[config.mk]
export PLATFORM = sky130hd
export DESIGN_NAME = frog_controller_flat
export DESIGN_NICKNAME = d
export VERILOG_FILES = /design/src/rtl/frog_if.sv /design/src/rtl/frog_controller.sv /design/src/flat_wrapper.sv
export SDC_FILE = /design/constraint.sdc
export NUM_CORES = 1
export LEC_CHECK = 0
export CAP_MARGIN = 30
export CORE_MARGIN = 5
export CORE_UTILIZATION = 58
export DETAILED_ROUTE_END_ITERATION = 16
export HOLD_SLACK_MARGIN = 0.06
export PLACE_DENSITY = 0.95
export REMOVE_ABC_BUFFERS = 1
export SLEW_MARGIN = 10
export SYNTH_ARGS = -nofsm -noshare
export SYNTH_HDL_FRONTEND = slang
export SYNTH_SLANG_ARGS = --single-unit
export TNS_END_PERCENT = 5
[constraint.sdc]
create_clock -name clk -period 8.7 [get_ports clk]
set_input_delay 1.74 -clock clk [delete_from_list [all_inputs] [get_ports clk]]
set_output_delay 1.74 -clock clk [all_outputs]
set_load 0.005 [all_outputs]
[src/rtl/frog_if.sv]
// frog_if: buttons and car grid in, frog position and game status out.
// master drives buttons/cars; slave is the game-logic stage.
interface frog_if;
  logic        btn_up;
  logic        btn_down;
  logic        btn_left;
  logic        btn_right;
  logic [54:0] car_cols;
  logic [43:0] car_rows;
  logic [4:0]  frog_col;
  logic [3:0]  frog_row;
  logic        frog_visible;
  logic [1:0]  lives;
  logic [7:0]  score;
  logic [1:0]  game_state;

  modport master (
    output btn_up, btn_down, btn_left, btn_right,
    output car_cols, car_rows,
    input  frog_col, frog_row, frog_visible,
    input  lives, score, game_state
  );

  modport slave (
    input  btn_up, btn_down, btn_left, btn_right,
    input  car_cols, car_rows,
    output frog_col, frog_row, frog_visible,
    output lives, score, game_state
  );
endinterface

[src/rtl/frog_controller.sv]
// frog_controller: frog movement, car collision, lives, score, game FSM.
// Optional macro FROG_WRAP_EN wraps columns and wide-car bounds mod 20.
module frog_controller #(
  parameter int TICK_DIV      = 416667,
  parameter int MOVE_COOLDOWN = 8,
  parameter int HIT_TICKS     = 60,
  parameter int WIN_TICKS     = 60,
  parameter int START_LIVES   = 3
) (
  input logic   clk,
  input logic   rst,
  frog_if.slave bus
);
  localparam int DW = (TICK_DIV > 1) ? $clog2(TICK_DIV) : 1;
  localparam logic [DW-1:0] DIV_LAST = DW'(TICK_DIV - 1);
  localparam logic [7:0]  CD_LOAD  = 8'(MOVE_COOLDOWN);
  localparam logic [15:0] HIT_LAST = 16'(HIT_TICKS - 1);
  localparam logic [15:0] WIN_LAST = 16'(WIN_TICKS - 1);
  localparam logic [1:0]  LIVES0   = 2'(START_LIVES);
  localparam logic [4:0]  COL0     = 5'd10;
  localparam logic [3:0]  ROW0     = 4'd14;
`ifdef FROG_WRAP_EN
  localparam logic [4:0]  LEFT_END  = 5'd19;
  localparam logic [4:0]  RIGHT_END = 5'd0;
`else
  localparam logic [4:0]  LEFT_END  = 5'd0;
  localparam logic [4:0]  RIGHT_END = 5'd19;
`endif

  typedef enum logic [1:0] {PLAY, HIT, WIN, OVER} state_e;

  state_e        state_q;
  logic [3:0]    s1_q, s2_q, prev_q;
  logic [DW-1:0] div_q;
  logic [7:0]    cd_q;
  logic [15:0]   tcnt_q;
  logic [4:0]    col_q, col_d;
  logic [3:0]    row_q, row_d;
  logic          vis_q;
  logic [1:0]    lives_q;
  logic [7:0]    score_q;

  logic [3:0] btn;
  logic [3:0] edg;
  logic       tick;
  logic       hit;
  logic       moved;

  // bit order: 0 up, 1 down, 2 left, 3 right
  assign btn  = {bus.btn_right, bus.btn_left,
                 bus.btn_down, bus.btn_up};
  assign edg  = s2_q & ~prev_q;
  assign tick = (div_q == DIV_LAST);

  assign bus.frog_col     = col_q;
  assign bus.frog_row     = row_q;
  assign bus.frog_visible = vis_q;
  assign bus.lives        = lives_q;
  assign bus.score        = score_q;
  assign bus.game_state   = state_q;

  function automatic logic wide_hit(logic [4:0] cx,
                                    logic [4:0] fc);
`ifdef FROG_WRAP_EN
    logic [5:0] d;
    d = (fc >= cx) ? {1'b0, fc} - {1'b0, cx}
                   : {1'b0, fc} + 6'd20 - {1'b0, cx};
    return d <= 6'd3;
`else
    return ({1'b0, cx} <= {1'b0, fc}) &&
           ({1'b0, fc} <= {1'b0, cx} + 6'd3);
`endif
  endfunction

  // Collision of the registered frog cell against all eleven cars
  always_comb begin
    hit = 1'b0;
    for (int k = 0; k < 11; k++) begin
      if (bus.car_rows[4*k +: 4] == row_q) begin
        if (k < 4) begin
          if (wide_hit(bus.car_cols[5*k +: 5], col_q))
            hit = 1'b1;
        end else if (bus.car_cols[5*k +: 5] == col_q) begin
          hit = 1'b1;
        end
      end
    end
  end

  // Highest-priority button edge picks the next frog cell
  always_comb begin
    col_d = col_q;
    row_d = row_q;
    moved = 1'b0;
    if (state_q == PLAY && cd_q == 8'd0) begin
      moved = |edg;
      if (edg[0])
        row_d = (row_q == 4'd0) ? row_q : row_q - 4'd1;
      else if (edg[1])
        row_d = (row_q == 4'd14) ? row_q : row_q + 4'd1;
      else if (edg[2])
        col_d = (col_q == 5'd0) ? LEFT_END : col_q - 5'd1;
      else if (edg[3])
        col_d = (col_q >= 5'd19) ? RIGHT_END : col_q + 5'd1;
    end
  end

  // Synchronisers, tick divider, cooldown and game FSM
  always_ff @(posedge clk or posedge rst) begin
    if (rst) begin
      s1_q    <= '0;
      s2_q    <= '0;
      prev_q  <= '0;
      div_q   <= '0;
      cd_q    <= '0;
      tcnt_q  <= '0;
      col_q   <= COL0;
      row_q   <= ROW0;
      vis_q   <= 1'b1;
      lives_q <= LIVES0;
      score_q <= '0;
      state_q <= PLAY;
    end else begin
      s1_q   <= btn;
      s2_q   <= s1_q;
      prev_q <= s2_q;
      div_q  <= tick ? '0 : div_q + DW'(1);
      if (tick && cd_q != 8'd0)
        cd_q <= cd_q - 8'd1;
      unique case (state_q)
        PLAY: begin
          if (hit) begin
            state_q <= HIT;
            vis_q   <= 1'b0;
            tcnt_q  <= '0;
          end else if (row_q == 4'd0) begin
            state_q <= WIN;
            tcnt_q  <= '0;
            if (score_q != 8'hFF)
              score_q <= score_q + 8'd1;
          end else if (moved) begin
            col_q <= col_d;
            row_q <= row_d;
            cd_q  <= CD_LOAD;
          end
        end
        HIT: begin
          if (tick) begin
            if (tcnt_q == HIT_LAST) begin
              if (lives_q > 2'd1) begin
                lives_q <= lives_q - 2'd1;
                col_q   <= COL0;
                row_q   <= ROW0;
                vis_q   <= 1'b1;
                cd_q    <= '0;
                state_q <= PLAY;
              end else begin
                lives_q <= '0;
                vis_q   <= 1'b1;
                state_q <= OVER;
              end
            end else begin
              tcnt_q <= tcnt_q + 16'd1;
              if (tcnt_q[2:0] == 3'd7)
                vis_q <= ~vis_q;
            end
          end
        end
        WIN: begin
          if (tick) begin
            if (tcnt_q == WIN_LAST) begin
              col_q   <= COL0;
              row_q   <= ROW0;
              vis_q   <= 1'b1;
              cd_q    <= '0;
              state_q <= PLAY;
            end else begin
              tcnt_q <= tcnt_q + 16'd1;
            end
          end
        end
        OVER: begin
          if (edg[0]) begin
            lives_q <= LIVES0;
            score_q <= '0;
            col_q   <= COL0;
            row_q   <= ROW0;
            vis_q   <= 1'b1;
            cd_q    <= CD_LOAD;
            state_q <= PLAY;
          end
        end
      endcase
    end
  end
endmodule

[src/flat_wrapper.sv]
// flat-port wrapper written by rule: the top's interface ports become plain ports
module frog_controller_flat 
#(
  parameter int TICK_DIV      = 416667,
  parameter int MOVE_COOLDOWN = 8,
  parameter int HIT_TICKS     = 60,
  parameter int WIN_TICKS     = 60,
  parameter int START_LIVES   = 3
)
  (clk, rst, bus_btn_up, bus_btn_down, bus_btn_left, bus_btn_right, bus_car_cols, bus_car_rows, bus_frog_col, bus_frog_row, bus_frog_visible, bus_lives, bus_score, bus_game_state);
  frog_if bus_i ();
  input logic clk;
  input logic rst;
  input wire logic [$bits(bus_i.btn_up)-1:0] bus_btn_up;
  input wire logic [$bits(bus_i.btn_down)-1:0] bus_btn_down;
  input wire logic [$bits(bus_i.btn_left)-1:0] bus_btn_left;
  input wire logic [$bits(bus_i.btn_right)-1:0] bus_btn_right;
  input wire logic [$bits(bus_i.car_cols)-1:0] bus_car_cols;
  input wire logic [$bits(bus_i.car_rows)-1:0] bus_car_rows;
  output wire logic [$bits(bus_i.frog_col)-1:0] bus_frog_col;
  output wire logic [$bits(bus_i.frog_row)-1:0] bus_frog_row;
  output wire logic [$bits(bus_i.frog_visible)-1:0] bus_frog_visible;
  output wire logic [$bits(bus_i.lives)-1:0] bus_lives;
  output wire logic [$bits(bus_i.score)-1:0] bus_score;
  output wire logic [$bits(bus_i.game_state)-1:0] bus_game_state;
  assign bus_i.btn_up = bus_btn_up;
  assign bus_i.btn_down = bus_btn_down;
  assign bus_i.btn_left = bus_btn_left;
  assign bus_i.btn_right = bus_btn_right;
  assign bus_i.car_cols = bus_car_cols;
  assign bus_i.car_rows = bus_car_rows;
  assign bus_frog_col = bus_i.frog_col;
  assign bus_frog_row = bus_i.frog_row;
  assign bus_frog_visible = bus_i.frog_visible;
  assign bus_lives = bus_i.lives;
  assign bus_score = bus_i.score;
  assign bus_game_state = bus_i.game_state;
  frog_controller #(.TICK_DIV(TICK_DIV), .MOVE_COOLDOWN(MOVE_COOLDOWN), .HIT_TICKS(HIT_TICKS), .WIN_TICKS(WIN_TICKS), .START_LIVES(START_LIVES)) u_core (.clk(clk), .rst(rst), .bus(bus_i));
endmodule
==> run summary <==
GRT overflow - 0
CTS root buf - clkbuf_16
Final Setup Violations - 0
synthesis warning total - 0
first-pass GRT wire length - 29.51 mm
Final Non-Filler Cells - 980
Post-DP HPWL - 13.79 mm
post-synth top area share - 0.2640
PostCTS Resize Cnt - 0
worst slew pin tran - 839.6 ps
kind of start point of the critical path - primary input
Setup crit end kind - flip-flop
Cell Rows - 38
Area Overhead vs Synth - 24.54%
Die H - 116.2 um
most common flop cell mapped by yosys - dfrtp_1
Global Route Usage Sum - 0.2729
Nets - 1001
Pint - 1.070 mW
Slew Viols, Final - 0
Slew HR - 0.4403
count of buffers from port buffering - 126
post-DR vias/cell - 6.312
via count - 6186
number of routed nets with antenna violations - 0
synthesized instance count - 719
Finished Cell Area - 8147 um^2
drt total wl - 18.86 mm
Synth cell types - 85
Die Area - 13500 um^2
CTS sink count - 77
core area - 10940 um^2
Post-synth top cells - dfrtp_1, xor2_1, ha_1, xnor2_1, nor2_1
Worst EP arrival - 5590 ps
Max VDD drop - 0.0001638 V
Psw - 813.8 uW
setup TNS - 0 ps
DP Cell Count - 963
maxcap violations - 0
status - completed
Reg power frac - 0.283
Hold Slack - 348.3 ps
Post-Syn Area per Cell - 9.098 um^2
hold_buf cts - 0
Placed Area - 7819 um^2
final worst slack - 3331 ps
Comb power frac - 0.512
Place WS - 3179 ps
clk_lat worst skew - 340 ps
number of global-route vias before repair - 6124
largest net degree at the start of global routing - 78
Max clock buf depth - 2
Crit Path Max Fanout - 11
Reg clk slew, reported paths - 60 ps
Worst EP required - 8920 ps
CTS tree - built
I/O pin cnt - 127
initial core utilization - 0.5982
DRC errors left - 0
average wire per cell in the routed design - 19.25 um
H-tree depth - 3
top-count cell post-synth - dfrtp_1
Final Util - 0.7450
fmax - 186.3 MHz
Hold Path Class - reg -> reg
critical path type - in -> reg
clk_skew - 5.985 ps
fraction of layout cells with a size suffix above 1 - 0.07262
sw frac - 0.4320
P_leak - 3.494 nW
DRT iter0 DRCs - 499
async set-or-reset flop fraction in the synthesized netlist - 1.000
Tmin final - 5369 ps
top post-synthesis cells by area - dfrtp_1, ha_1, xor2_1
RSZ-0062 raised after global routing - no
endpoints failing hold - 0
mapped cell area - 6541 um^2
pwr/cell area - 231.3 nW/um^2
Post-synth EDFFs - 0
Post CTS Setup Buffer Count - 0
Die X - 116.2 um
initial antenna violation count - 0
post-synth top area cell - dfrtp_1
Antenna Cells - 0
drt pass-1 iters - 5
register bit total from synthesis - 77
crit share post-route - 0.6171
CTS Buf Count - 9
Final Wtd Congestion - 0.9024
register area share after synthesis - 0.2961
Clock Power Share - 0.205
Total Power - 1.884 mW
cell type report:
cell class,instances,area (um^2)
fillers,733,2789
flip-flops and latches,77,1937
clock buffers,9,225.2
multi-input cells,575,4260
well taps,140,175.2
inverters,41,155.1
repair buffers,131,1311
clock inverters,7,82.58
final timing paths:
check	startpoint	end	slack (ps)	cells past startpoint
max reg2reg	u_core.bus.frog_col[4]	u_core.tcnt_q[0]	4450	10
min reg2reg	u_core.s1_q[0]	u_core.s2_q[0]	350	0
min	u_core.s1_q[0]	u_core.s2_q[0]	350	0
max	bus_car_cols[0]	u_core.tcnt_q[0]	3330	14
min in group asynchronous	rst	u_core.div_q[3]	1800	3
max in group asynchronous	rst	u_core.bus.frog_row[3]	6280	4
placed cells by master, fill, tap and decap left out, types with 5 or more instances in the layout:
cell type,netlist,final
nand2b_1,7,7
o21ai_0,26,26
a31oi_1,8,8
nor2_1,48,48
nor3_1,8,8
nor4_1,14,14
clkbuf_16,0,9
xnor2_1,54,54
xor2_1,61,61
nand4_1,27,27
and2_1,5,5
a21oi_1,31,31
clkdlybuf4s50_1,0,126
nor2b_1,5,5
a211oi_1,8,8
dfstp_2,8,8
ha_1,60,60
inv_1,40,39
o21ai_1,17,17
a21o_1,7,7
or3_1,6,6
nand2_1,46,46
dfrtp_1,69,69
nand3_1,29,29
and3_1,14,14
sequential cells by signal, indices dropped and copies added, names as in the netlist:
signal / cells
u_core.s2_q: 4
u_core.cd_q: 8
u_core.div_q: 19
u_core.prev_q: 4
u_core.bus.frog_col: 5
u_core.bus.lives: 2
u_core.tcnt_q: 16
u_core.bus.frog_visible: 1
u_core.bus.game_state: 2
u_core.bus.score: 8
u_core.s1_q: 4
u_core.bus.frog_row: 4
power groups by stage:
stage / sequential (mW) / clock [mW] / combinational, mW
after floorplan: 0.514 / 0 / 0.619
after global placement: 0.531 / 0 / 0.901
after detailed placement: 0.534 / 0 / 0.932
after CTS: 0.529 / 0.391 / 0.948
after global routing: 0.541 / 0.405 / 1.05
final: 0.532 / 0.386 / 0.965
routing by layer:
metal  part of all wire  routed length, um  vias to the layer above  track usage
met5                  0                  0                        -            0
met4              0.033                628                        0       0.1222
met3               0.10               1938                       71      0.07047
met2               0.49               9178                      354       0.4768
met1               0.38               7117                     2928       0.3148
li1                   -                  -                     2833            -
worst max-delay path, stage by stage:
cell             delay, ps
clkdlybuf4s50_1        520
inv_1                  100
ha_1                   230
nor2_1                 150
xnor2_1                 90
ha_1                   330
nand3_1                100
o21bai_1               170
a31oi_1                180
nor3_1                  70
nor4_2                 660
nand4_1                590
and2_1                 380
mux2_2                 270
kinds of logic (layout without fill, tap and decap cells):
logic type | after synthesis | after routing | synth area share
adder cells (fa/ha/maj) | 61 | 61 | 0.1178
AND/OR/NAND/NOR | 241 | 241 | 0.2110
buffers and inverters | 67 | 188 | 0.05260
flip-flops | 77 | 77 | 0.2961
XOR/XNOR | 115 | 115 | 0.1540
multiplexers | 8 | 8 | 0.01358
AO/OA/AOI/OAI | 150 | 150 | 0.1549
(Power assumes the default switching activity.)
